--- src/rtl/multicycle_control.sv ---
// Main control FSM for the multi-cycle 16-bit CPU.
//
// Sequences one shared memory port, the register file and the single ALU
// through FETCH/DECODE/EXEC/MEM/WB steps. Memory accesses wait on a ready
// handshake, guarded by a watchdog. Undefined opcodes trap into HALT.
//
// Ports:
//   clock, reset_n      clock; synchronous active-low reset
//   run                 a fetch is started only while run=1
//   opcode              IR[15:12]
//   zero                ALU zero flag (used by the datapath together with pc_write_cond)
//   mem_ready           memory completes the current request this cycle
//   mem_req/mem_write   memory request and direction
//   i_or_d              memory address select (0 = PC, 1 = ALUOut)
//   ir_write, pc_write, pc_write_cond, pc_source, alu_src_a, alu_src_b, alu_op,
//   reg_dst, mem_to_reg, reg_write   datapath controls
//   instr_done          one-cycle pulse on the last cycle of each instruction
//   halted              FSM sits in HALT
//   illegal, bus_error  sticky trap flags
//   state               current state, for debug
module multicycle_control #(
  parameter int unsigned MEM_WAIT_MAX = 15,
  parameter logic [3:0]  HALT_OPCODE  = 4'b1111
) (
  input  logic       clock,
  input  logic       reset_n,
  input  logic       run,
  input  logic [3:0] opcode,
  input  logic       zero,
  input  logic       mem_ready,
  output logic       mem_req,
  output logic       mem_write,
  output logic       i_or_d,
  output logic       ir_write,
  output logic       pc_write,
  output logic       pc_write_cond,
  output logic       pc_source,
  output logic       alu_src_a,
  output logic [1:0] alu_src_b,
  output logic [2:0] alu_op,
  output logic       reg_dst,
  output logic       mem_to_reg,
  output logic       reg_write,
  output logic       instr_done,
  output logic       halted,
  output logic       illegal,
  output logic       bus_error,
  output logic [3:0] state
);

  localparam int unsigned CntW = $clog2(MEM_WAIT_MAX + 1);

  typedef enum logic [3:0] {
    StFetch    = 4'd0,
    StDecode   = 4'd1,
    StMemAddr  = 4'd2,
    StMemRead  = 4'd3,
    StMemWb    = 4'd4,
    StMemWrite = 4'd5,
    StRExec    = 4'd6,
    StRWb      = 4'd7,
    StBranch   = 4'd8,
    StAddiExec = 4'd9,
    StAddiWb   = 4'd10,
    StHalt     = 4'd11
  } state_e;

  state_e            state_q, state_d;
  logic [CntW-1:0]   wait_q;
  logic              illegal_q, bus_error_q;
  logic              set_illegal, set_bus_error;
  logic              mem_state, waiting, timeout;

  // The branch decision (zero & pc_write_cond) is resolved in the datapath.
  logic unused_zero;
  assign unused_zero = zero;

  assign mem_state = ((state_q == StFetch) && run) || (state_q == StMemRead) ||
                     (state_q == StMemWrite);
  assign waiting   = mem_state && !mem_ready;
  // Fires on the MEM_WAIT_MAX-th consecutive cycle without mem_ready.
  assign timeout   = waiting && (wait_q == CntW'(MEM_WAIT_MAX - 1));

  always_comb begin
    mem_req       = 1'b0;
    mem_write     = 1'b0;
    i_or_d        = 1'b0;
    ir_write      = 1'b0;
    pc_write      = 1'b0;
    pc_write_cond = 1'b0;
    pc_source     = 1'b0;
    alu_src_a     = 1'b0;
    alu_src_b     = 2'b00;
    alu_op        = 3'b000;
    reg_dst       = 1'b0;
    mem_to_reg    = 1'b0;
    reg_write     = 1'b0;
    instr_done    = 1'b0;
    halted        = 1'b0;
    state_d       = state_q;
    set_illegal   = 1'b0;
    set_bus_error = 1'b0;

    unique case (state_q)
      StFetch: begin
        if (run) begin
          mem_req   = 1'b1;
          alu_src_b = 2'b01;
          alu_op    = 3'b010;
          if (mem_ready) begin
            ir_write = 1'b1;
            pc_write = 1'b1;
            state_d  = StDecode;
          end else if (timeout) begin
            set_bus_error = 1'b1;
            state_d       = StHalt;
          end
        end
      end
      StDecode: begin
        alu_src_b = 2'b11;
        alu_op    = 3'b010;
        if (opcode == HALT_OPCODE) begin
          state_d = StHalt;
        end else begin
          case (opcode)
            4'b0000, 4'b0001, 4'b0010, 4'b0011, 4'b0111: state_d = StRExec;
            4'b0101, 4'b0110:                            state_d = StMemAddr;
            4'b0100:                                     state_d = StAddiExec;
            4'b1000:                                     state_d = StBranch;
            default: begin
              set_illegal = 1'b1;
              state_d     = StHalt;
            end
          endcase
        end
      end
      StRExec: begin
        alu_src_a = 1'b1;
        case (opcode)
          4'b0001: alu_op = 3'b110;
          4'b0010: alu_op = 3'b000;
          4'b0011: alu_op = 3'b001;
          4'b0111: alu_op = 3'b111;
          default: alu_op = 3'b010;
        endcase
        state_d = StRWb;
      end
      StRWb: begin
        reg_write  = 1'b1;
        reg_dst    = 1'b1;
        instr_done = 1'b1;
        state_d    = StFetch;
      end
      StMemAddr: begin
        alu_src_a = 1'b1;
        alu_src_b = 2'b10;
        alu_op    = 3'b010;
        state_d   = (opcode == 4'b0110) ? StMemWrite : StMemRead;
      end
      StMemRead: begin
        mem_req = 1'b1;
        i_or_d  = 1'b1;
        if (mem_ready) begin
          state_d = StMemWb;
        end else if (timeout) begin
          set_bus_error = 1'b1;
          state_d       = StHalt;
        end
      end
      StMemWb: begin
        reg_write  = 1'b1;
        mem_to_reg = 1'b1;
        instr_done = 1'b1;
        state_d    = StFetch;
      end
      StMemWrite: begin
        mem_req   = 1'b1;
        i_or_d    = 1'b1;
        // Write strobe is withheld on the cycle the watchdog gives up.
        mem_write = !timeout;
        if (mem_ready) begin
          instr_done = 1'b1;
          state_d    = StFetch;
        end else if (timeout) begin
          set_bus_error = 1'b1;
          state_d       = StHalt;
        end
      end
      StBranch: begin
        alu_src_a     = 1'b1;
        alu_op        = 3'b110;
        pc_write_cond = 1'b1;
        pc_source     = 1'b1;
        instr_done    = 1'b1;
        state_d       = StFetch;
      end
      StAddiExec: begin
        alu_src_a = 1'b1;
        alu_src_b = 2'b10;
        alu_op    = 3'b010;
        state_d   = StAddiWb;
      end
      StAddiWb: begin
        reg_write  = 1'b1;
        instr_done = 1'b1;
        state_d    = StFetch;
      end
      StHalt: begin
        halted = 1'b1;
      end
      default: state_d = StFetch;
    endcase

    // Nothing may strobe during a reset cycle, even mid-access.
    if (!reset_n) begin
      mem_req       = 1'b0;
      mem_write     = 1'b0;
      i_or_d        = 1'b0;
      ir_write      = 1'b0;
      pc_write      = 1'b0;
      pc_write_cond = 1'b0;
      pc_source     = 1'b0;
      alu_src_a     = 1'b0;
      alu_src_b     = 2'b00;
      alu_op        = 3'b000;
      reg_dst       = 1'b0;
      mem_to_reg    = 1'b0;
      reg_write     = 1'b0;
      instr_done    = 1'b0;
      halted        = 1'b0;
    end
  end

  always_ff @(posedge clock) begin
    if (!reset_n) begin
      state_q     <= StFetch;
      wait_q      <= '0;
      illegal_q   <= 1'b0;
      bus_error_q <= 1'b0;
    end else begin
      state_q <= state_d;
      wait_q  <= (waiting && !timeout) ? wait_q + 1'b1 : '0;
      if (set_illegal) begin
        illegal_q <= 1'b1;
      end
      if (set_bus_error) begin
        bus_error_q <= 1'b1;
      end
    end
  end

  assign illegal   = reset_n & illegal_q;
  assign bus_error = reset_n & bus_error_q;
  assign state     = reset_n ? state_q : 4'd0;

endmodule

--- config.mk ---
export PLATFORM = sky130hd
export DESIGN_NAME = multicycle_control
export DESIGN_NICKNAME = d
export VERILOG_FILES = /design/src/rtl/multicycle_control.sv
export SDC_FILE = /design/constraint.sdc
export NUM_CORES = 1
export LEC_CHECK = 0
export ABC_AREA = 1
export CORE_UTILIZATION = 46
export CTS_BUF_LIST = sky130_fd_sc_hd__clkbuf_4
export CTS_CLUSTER_SIZE = 30
export DETAILED_ROUTE_END_ITERATION = 8
export PLACE_DENSITY = 0.82
export SYNTH_ARGS = -nofsm -noshare
export SYNTH_HDL_FRONTEND = slang
export SYNTH_SLANG_ARGS = --single-unit
--- constraint.sdc ---
create_clock -name clock -period 1.7 [get_ports clock]
set_input_delay 0.17 -clock clock [delete_from_list [all_inputs] [get_ports clock]]
set_output_delay 0.17 -clock clock [all_outputs]
set_load 0.02 [all_outputs]
Yosys cells after proc, flatten, opt, wreduce, memory -nomap -nowiden
Index checks and enable logic that the tools add are counted.

Input port bits: 9. Flip-flop bits (word level): 10.

Reductions and logical operators: 21. $add $sub $neg: 1. Bitwise operators: 3. Eq/ne operators: 22. Muxes and demuxes: 49.

Operators by type and width (number): == test 4 x 3 -> 1 bit (second input constant) (8); one-hot mux 4 bit (8 select lines) (1); 2-to-1 mux 1 bit (30); == test 4 bit (second input constant) (7); 2-to-1 mux 4 bit (7); one-hot mux 3 bit (4 select lines) (2); == test 4 x 2 -> 1 bit (second input constant) (4); one-hot mux 4 bit (4 select lines) (1); OR reduction 9 bit (1); == test 4 x 1 -> 1 bit (second input constant) (2); zero test 4 bit (2); OR reduction 4 bit (2); 2-to-1 mux 3 bit (2); one-hot mux 1 bit (2 select lines) (3); one-hot mux 2 bit (3 select lines) (1); OR reduction 2 bit (3); OR reduction 3 bit (2); OR reduction 5 bit (1); adder 4 x 1 -> 4 bit (second input constant) (1); logical AND 1 bit (4); 2-to-1 mux 2 bit (2); AND reduction 2 bit (2); bitwise AND 1 bit (2); zero test 1 bit (2); other kinds (3) (4).

Depth between registers and ports, before layout
Depth in word-level cells: 10. Mapped depth: 10.

Least setup slack after synthesis
No wires, ideal clock.

Path kind: reg-to-output. Start: register state_q[0]. End: output pc_write. Data arrival time: 1.474 ns. Path slack: 0.056 ns. Cell stages (with the launch flop): 5. Required time: 1.530 ns. Cell sequence: dfxtp_1 > nor2_1 > nand3_2 > nor3_1 > buf_4.

Longest elaborated chain between the ends: 3.

RTL lines: from (decl) (RTL line 68) `state_e state_q, state_d;`; from (signal assigned) (RTL line 237) `state_q <= StFetch;`; from (signal assigned) (RTL line 242) `state_q <= state_d;`; zero test 4 bit; 2-to-1 mux 1 bit (2 in a row); to (decl) (RTL line 35) `output logic pc_write,`.

No other way between the ends.

Worst setup path after layout
Start: register wait_q[1]. End: register state_q[0].

Longest elaborated chain between the ends: 6. Elaborated cells on any way between the ends: 8.

RTL lines: from (decl) (RTL line 69) `logic [CntW-1:0] wait_q;`; from (signal assigned) (RTL line 243) `wait_q <= (waiting && !timeout) ? wait_q + 1'b1 : '0;`; == test 4 bit (*) (RTL line 82) `assign timeout = waiting && (wait_q == CntW'(MEM_WAIT_MAX - 1));`; logical AND 1 bit (*) (RTL line 82); 2-to-1 mux 4 bit (*); 2-to-1 mux 4 bit (2 in a row); one-hot mux 4 bit (8 select lines) (*).

Mark *: on every way between the ends. The rest lies on a longest branch, timed or not. The select of a mux whose other input is x is not followed. A chain may end at the register's enable or synchronous reset.

==> flow_summary.ini <==
[timing]
rsz0062_at_grt = true
fmax_ghz = 0.540
maxSlewViolCount = 0
worstMarginPinSlew_ps = 455
hold_viol = 0
final-setup-viol-count = 15
setup_ws_ps = -151
fin_crit_sh_pct = 109
maxSlewHeadroom_pct = 69.6
layout_min_cycle_time_ps = 1850
clock-skew-final_ps = 13.3

[synth]
yosys-mux-area-fraction_pct = 0
synth_edf_count = 0
synth_top_family_by_area = simple AND/OR/NAND/NOR gates
synthSimpleGateAreaFrac_pct = 45.4
synth_most_common_cell = nand2_1
ys_ff_latch = 10
yosys.area.top_type = dfxtp_1
synthFlopType = dfxtp_1
synth_fp_nets = 172
syn-cell-area_um2 = 933
synthCells = 161
ys_seq_area_share_pct = 21.4
yosysTopAreaCellShare_pct = 21.4
synthAdderAreaFrac_pct = 2.68
yosys-top-cells-area = dfxtp_1, nand2_1, inv_1
avgSynthCellArea_um2 = 5.80
synth-compound-area-share_pct = 14.3
async_flop_share_pct = 0
synth_xor_area_share_pct = 1.88
yosys_warnings = 0
yosysUniqueCellTypes = 28
synth_common_cells = nand2_1, inv_1, nor2_1, dfxtp_1, nor2_2

[cells_and_area]
drive_above_1_share_pct = 47.5
final_util_pct = 93.7
final_nets = 248
multi_input_area_um2 = 737
area_growth_pct = 82.7
n_antenna_cell = 0
final_area_um2 = 1710
fillerInstances = 66
seqCellArea_um2 = 215

[floorplan]
core_area_um2 = 1820
die_x_um = 47.0
dieArea_um2 = 2210
die_height_um = 47.0
row_count = 15
floorplan.initialDensity_pct = 51.3
ios = 33

[setup_path]
crit_path_start_kind = register
cp.arrival_ps = 2080
r2r-start = wait_q[1]$_SDFF_PN0_
r2r_slack_ps = -150
r2r_end = state_q[0]$_SDFFE_PN0P_
end_kind = register
crit_fanout = 5
criticalPathCategory = register to register
cp.required_ps = 1930
reg2reg_depth = 11

[cts]
path_clk_slew_ps = 70
clockBufferDepth = 2
numCtsBuffers = 3
cts.sinks = 10
cts_tree = built
htree_levels = 1
cts-root-buf = clkbuf_4
clock_latency_ps = 300

[power_and_ir_drop]
p_leak_uw = 0.000966
p_total_uw = 2120
powerDensity_nw_per_um2 = 1240
irDropWorstVdd_v = 0.000879

[routing]
drt_first_pass_iters = 6
vias = 1627
avgViaCountPerCell = 6.23
drc = 0
drt_iter0_drc = 186
wire_per_inst_um = 20.9
drt_wl_total_um = 5450
final_antenna_net_count = 0

[placed_design]
placement.io_buffers = 31
place_hpwl_um = 2640
routabilityCongestion = 0.894
placed_cell_area_um2 = 1560

[grt]
first_global_vias = 1316
grt_first_pass_wirelength_um = 5660
antenna_found_initial = 0
grt_max_degree = 14
grt_overflow_total = 0
track_usage_pct = 36.3

[run]
maxCapViolCount = 0

[worst_hold_path]
hold_class = register to register
holdPathStages = 2
min_from = bus_error_q$_SDFFE_PN0P_
worstHoldEndpoint = bus_error_q$_SDFFE_PN0P_

[outcome]
status = finished, violations left
violations = setup timing
-- kinds of logic after synthesis --
logic type	after synthesis
AO/OA/AOI/OAI	21
XOR/XNOR	2
adder cells (fa/ha/maj)	2
buffers and inverters	33
flip-flops	10
AND/OR/NAND/NOR	93
-- final cells by class --
class / instances / share of cell area, %
clock buffer: 3 / 1.32
clock inverter: 1 / 0.220
inverter: 29 / 6.38
multi-input combinational: 118 / 43.2
sequential: 10 / 12.6
tap: 25 / 1.83
timing repair buffer: 75 / 34.4
-- repair_timing --
action,4_1_cts,5_1_grt
setup endpoints to repair,23,17
pin swaps,3,8
gates resized for setup,86,47
hold buffers,0,0
setup buffers,1,2
-- worst max-delay path, stage by stage, from the launching register on --
cell     delay (ps)
dfxtp_1         430
ha_1            200
nand3_1         180
nor2_1          200
nand2_2          90
buf_4           130
buf_4           150
nand2_1          70
nand2_1          90
nand2_1         110
nand2_1          80
nand2_1          70
-- power breakdown --
part	total, uW	internal [uW]	switching [uW]
registers	367	287	80.2
logic	1550	604	951
clock network	201	85.6	115
-- sequential cells by signal, indices dropped and copies added, names as in the netlist --
name / cells
state_q: 4
wait_q: 4
bus_error_q: 1
illegal_q: 1
-- layer usage --
layer	routed length, um	up-vias	track usage (%)
met5	0	-	0
met4	491	0	16.6
li1	-	667	-
met1	1840	700	41.6
met2	2350	192	65.8
met3	774	68	5.38
-- placed cells by master (no fill, tap or decap), types with 6 or more instances in the layout --
| cell type | instances |
|---|---|
| nor2_4 | 8 |
| nand2_2 | 6 |
| nor2_1 | 14 |
| nor2_2 | 8 |
| dfxtp_1 | 6 |
| buf_2 | 9 |
| inv_1 | 23 |
| nand3_1 | 6 |
| buf_4 | 46 |
| clkdlybuf4s50_1 | 7 |
| nand2_1 | 39 |
-- worst max path at each step --
stage                                    to  slack (ps)               startpoint  cells after the start
floorplan                          pc_write          60  state_q[0]$_SDFFE_PN0P_                      4
global placement                  alu_op[1]        -280  state_q[2]$_SDFFE_PN0P_                      5
detailed placement                alu_op[1]        -340  state_q[2]$_SDFFE_PN0P_                      5
CTS                               alu_src_a         -40  state_q[3]$_SDFFE_PN0P_                      7
global route        state_q[0]$_SDFFE_PN0P_        -270     wait_q[0]$_SDFF_PN0_                     12
finish              state_q[0]$_SDFFE_PN0P_        -150     wait_q[1]$_SDFF_PN0_                     11
-- per-stage QoR --
step	hold WS (ps)	setup TNS [ps]	std cells	setup WS (ps)
4_1_cts	454	-102	259	-41.4
3_3_place_gp	441	-3310	254	-275
2_1_floorplan	391	0	161	55.7
5_1_grt	509	-1900	261	-266
6_report	504	-777	261	-151
3_5_place_dp	439	-4060	254	-341
(Power assumes the default switching activity.)
